[config.mk]
export PLATFORM = sky130hd
export DESIGN_NAME = mod5_seek_arb
export DESIGN_NICKNAME = d
export VERILOG_FILES = /design/src/rtl/mod5_pkg.sv /design/src/rtl/mod5_dir.sv /design/src/rtl/mod5_seek_arb.sv
export SDC_FILE = /design/constraint.sdc
export NUM_CORES = 1
export LEC_CHECK = 0
export ABC_AREA = 1
export CORE_AREA = 2 2 64 66
export DETAILED_ROUTE_END_ITERATION = 6
export DIE_AREA = 0 0 66 68
export GPL_ROUTABILITY_DRIVEN = 0
export SYNTH_ARGS = -nofsm -noshare
export SYNTH_HDL_FRONTEND = slang
export SYNTH_HIERARCHICAL = 1
export SYNTH_SLANG_ARGS = --single-unit
[constraint.sdc]
create_clock -name clk -period 3 [get_ports clk]
set_clock_uncertainty 0.15 [all_clocks]
set_input_delay 0.45 -clock clk [delete_from_list [all_inputs] [get_ports clk]]
set_output_delay 0.45 -clock clk [all_outputs]
set_load 0.05 [all_outputs]
[src/rtl/mod5_pkg.sv]
// mod5_pkg: shared state encoding and mod-5 position constants
package mod5_pkg;
  typedef enum logic [1:0] {IDLE, SEEK, FIN, GAPW} state_t;
  localparam int MOD = 5;
  localparam logic [2:0] POS_MAX = 3'd4;
endpackage

[src/rtl/mod5_dir.sv]
// mod5_dir: shortest-path direction and enable between two mod-5 positions
module mod5_dir
  import mod5_pkg::*;
(
  input  logic [2:0] pos,
  input  logic [2:0] target,
  output logic       en,
  output logic       up
);
  logic [3:0] d;
  // forward distance (target - pos) mod 5; 1..2 is shorter going up, 3..4 going down
  always_comb begin
    d = {1'b0, target} + (target >= pos ? 4'd0 : 4'(MOD)) - {1'b0, pos};
    en = d != 4'd0;
    up = d == 4'd1 || d == 4'd2;
  end
endmodule

[src/rtl/mod5_seek_arb.sv]
// mod5_seek_arb: round-robin arbiter steering a mod-5 up/down counter to a requester's target
module mod5_seek_arb
  import mod5_pkg::*;
#(
  parameter int GAP = 1
) (
  input  logic       clk,
  input  logic       rst,
  input  logic [1:0] req,
  input  logic [2:0] tgt0,
  input  logic [2:0] tgt1,
  output logic [1:0] gnt,
  output logic [1:0] done,
  output logic [1:0] err,
  output logic       cnt_en,
  output logic       cnt_up,
  output logic [2:0] pos,
  output logic       busy
);
  state_t state, nxt;
  logic [2:0] tgt, gcnt;
  logic own, rr, e0, e1, pick, en, up;
  mod5_dir u_dir (.pos(pos), .target(tgt), .en(en), .up(up));
  assign e0 = req[0] && tgt0 <= POS_MAX;
  assign e1 = req[1] && tgt1 <= POS_MAX;
  // rr holds the last served requester, so on contention the other one wins
  assign pick = (e0 && e1) ? !rr : e1;
  // next state and outputs, all decoded from registered state (err also looks at live req/targets)
  always_comb begin
    nxt = state == IDLE ? ((e0 || e1) ? SEEK : IDLE)
        : state == SEEK ? (!req[own] ? (GAP == 0 ? IDLE : GAPW) : (en ? SEEK : FIN))
        : state == FIN  ? (GAP == 0 ? IDLE : GAPW)
        : (int'(gcnt) == GAP - 1 ? IDLE : GAPW);
    gnt = (state == SEEK || state == FIN) ? (own ? 2'b10 : 2'b01) : 2'b00;
    done = state == FIN ? gnt : 2'b00;
    err = (state == IDLE && !rst) ? {req[1] && tgt1 > POS_MAX, req[0] && tgt0 > POS_MAX} : 2'b00;
    cnt_en = state == SEEK && en;
    cnt_up = state == SEEK && up;
    busy = state != IDLE;
  end
  // falling-edge state, position model, grant latch and round-robin pointer
  always_ff @(negedge clk or posedge rst) begin
    if (rst) begin
      state <= IDLE;
      pos <= 3'd0;
      tgt <= 3'd0;
      own <= 1'b0;
      rr <= 1'b1;
      gcnt <= 3'd0;
    end else begin
      state <= nxt;
      if (cnt_en) pos <= cnt_up ? (pos == POS_MAX ? 3'd0 : pos + 3'd1) : (pos == 3'd0 ? POS_MAX : pos - 3'd1);
      if (state == IDLE && (e0 || e1)) begin
        own <= pick;
        tgt <= pick ? tgt1 : tgt0;
      end
      if (state == FIN || (state == SEEK && !req[own])) rr <= own;
      gcnt <= state == GAPW ? gcnt + 3'd1 : 3'd0;
    end
  end
endmodule

==> out/metrics.yaml <==
vias_per_cell: 4.485
row_count: 23
slew_violations: 0
rsz0062_at_grt: "yes"
start_util: 0.2891
chipWidth_microns: 66
placement.io_buffers: 21
overflow: 0
grt_pass1_vias: 1164
wirelength_mm: 3.043
cts_max_path_buffers: 2
setup_viol: 17
crit_buf_inv: 3
hold_depth: 1
track_usage: 0.1454
yosys.area.top_type: "dfrtn_1"
area_delta_synth_final_pct: 93.15
path_depth: 14
synth-main-ff-cell: "dfrtn_1"
syn_nets: 179
wl_per_cell_microns: 11.19
finalNetCount: 250
cp_slowest_stage_delay_ns: 0.47
cp.arrival_ns: 4.38
yosysWarningCount: 6
dpl_cell_area_sq_um: 1901
critPathLaunchType: "flop"
critPathTopFamily: "adder cells"
synthArstFlopShare: 1.000
syn-cell-area_sq_um: 1115
worst-endpoint-required_ns: 2.40
netlist_top_cells_area: "dfrtn_1 (27%), ha_1 (17%), nand2_1 (12%), inv_1 (11%), nand3_1 (5.4%)"
post-place-ws_ns: -1.715
clk_pin_slew_ns: 0.04
status: "finished, violations left"
first_iter_violations: 30
slowest_stage: "fa_1"
cts_made_buffers: 3
die_h_microns: 68
drcViolationCount: 0
post_route_cells_drive_above_1_share: 0.5180
tritoncts: "built"
n_antenna_cell: 0
ys_seq_area_frac: 0.2929
io_pins: 22
worst-setup-path-type: "flop to output pin"
synth_edf_count: 0
hold_viol_final: 0
vias: 1220
worstSkewPairLatency_ns: 0.31
synth.top_cell.area_share: 0.2694
root_buffer: "clkbuf_8"
synth_common_cells: "nand2_1 (36), inv_1 (34), ha_1 (15)"
grt_max_degree: 8
maxSlewHeadroom: 0.7251
synth.most_common_cell: "nand2_1"
hp-class: "flop to flop"
grt_pass1_wl_mm: 5.071
fillers: 358
drtPass1Iterations: 4
critPathMaxFanout: 4
violations: "negative setup slack"
endpoint_kind: "output pin"
core_sq_um: 3856
path_cells: "inv_2 -> ha_4 -> o21ai_2 -> nand2_1 -> a21oi_2 -> fa_1 -> ha_4 -> nand3_4 -> nand3_2 -> nand3_2 -> nor2_4 -> nand2_2 -> clkinvlp_4 -> buf_12"
ys_seq_elements: 13
dp_hpwl_mm: 2.367
layout_setup_ws_ns: -1.977
netlist_instances: 152
synth_cell_types: 22
fin_area_sq_um: 2153
htree_levels: 1
cap_violations: 0
antenna_found_initial: 0
cts_sinks: 13
syn_avg_cell_area_sq_um: 7.334
worst_pin_slew_ns: 0.4096
ant_nets: 0
die-area_sq_um: 4488
rr_worst_depth: 16
-- path summary, 6_finish.rpt --
check	start	endpoint	slack (ns)
setup / recovery	tgt[0]	cnt_up	-1.98
hold / removal	gcnt[0]	gcnt[0]	0.23
setup reg to reg	tgt[0]	pos[0]	-0.16
hold reg to reg	gcnt[0]	gcnt[0]	0.23
max in group asynchronous	rst	gcnt[1]	0.65
min in group asynchronous	rst	pos[1]	1.66
-- logic make-up (layout without fill, tap and decap cells) --
| kind of cell | count (synthesis) | count (layout) | share of synthesized area |
|---|---|---|---|
| AND/OR/NAND/NOR | 68 | 68 | 0.2862 |
| buffers and inverters | 35 | 105 | 0.1178 |
| adder cells (fa/ha/maj) | 17 | 17 | 0.2043 |
| AO/OA/AOI/OAI | 17 | 17 | 0.08305 |
| flip-flops | 13 | 13 | 0.2929 |
| XOR/XNOR | 2 | 2 | 0.01572 |
-- final cells by class --
cell class / count / area, sq um / area share
multi-input cells: 104 / 870.8 / 0.4044
flip-flops and latches: 13 / 326.6 / 0.1517
well taps: 50 / 62.56 / 0.02905
repair buffers: 66 / 699.4 / 0.3248
clock buffers: 4 / 45.04 / 0.02092
clock inverters: 1 / 3.754 / 0.001743
inverters: 34 / 145.1 / 0.06740
-- flip-flops by register name, summed over array words and instances (netlist names) --
| signal | count |
|---|---|
| gcnt | 3 |
| own | 1 |
| pos | 3 |
| rr | 1 |
| state | 2 |
| tgt | 3 |
-- metal layers --
| layer | up-vias | part of all wire | GRT usage |
|---|---|---|---|
| met1 | 577 | 0.43 | 0.1889 |
| met5 | - | 0 | 0 |
| li1 | 616 | - | - |
| met3 | 3 | 0.041 | 0.03125 |
| met4 | 0 | 0.0033 | 0.02806 |
| met2 | 24 | 0.53 | 0.2513 |
-- cells in the final DEF (no fill, tap or decap), types with 4 or more instances in the layout --
cell and instances:
buf_12 12, buf_4 38, buf_6 7, clkinvlp_4 4, dfrtn_1 12, dlygate4sd2_1 4, dlymetal6s2s_1 4, ha_1 11
ha_4 4, inv_1 20, inv_2 10, nand2_1 25, nand2_2 10, nand3_1 10, nand3_2 5, nor2_1 4
nor2_4 4, o21ai_1 6
-- worst register-to-register path: stages (launching register included) --
cell	delay (ns)
dfrtn_1	0.42
inv_2	0.06
ha_4	0.24
o21ai_2	0.10
nand2_1	0.08
a21oi_2	0.18
buf_4	0.13
ha_1	0.23
fa_1	0.50
nor2_1	0.13
nand4_1	0.14
nand2_2	0.13
clkinvlp_4	0.12
buf_4	0.14
buf_4	0.14
nand3_1	0.08
o21ai_1	0.06
-- stage by stage --
step                      hold slack (ns)    util  instances  setup TNS [ns]
after global placement             0.2342  0.4929        257          -6.628
after CTS                          0.2391  0.5331        269          -7.613
final                              0.2303  0.5584        272          -7.585
after floorplan                    0.2137       -        152          -6.429
after detailed placement           0.2388  0.4929        257          -7.210
after global routing               0.2810  0.5584        272          -9.128
-- repair_timing --
action / CTS / global route
hold buffers: 0 / 0
setup endpoints to repair: 20 / 21
pin swaps: 17 / 8
setup buffers: 8 / 5
gates resized for setup: 28 / 20
Power is left out: the tool's default activity adds up to more than one toggle a clock period on the data nets, which glitch-free logic cannot reach.
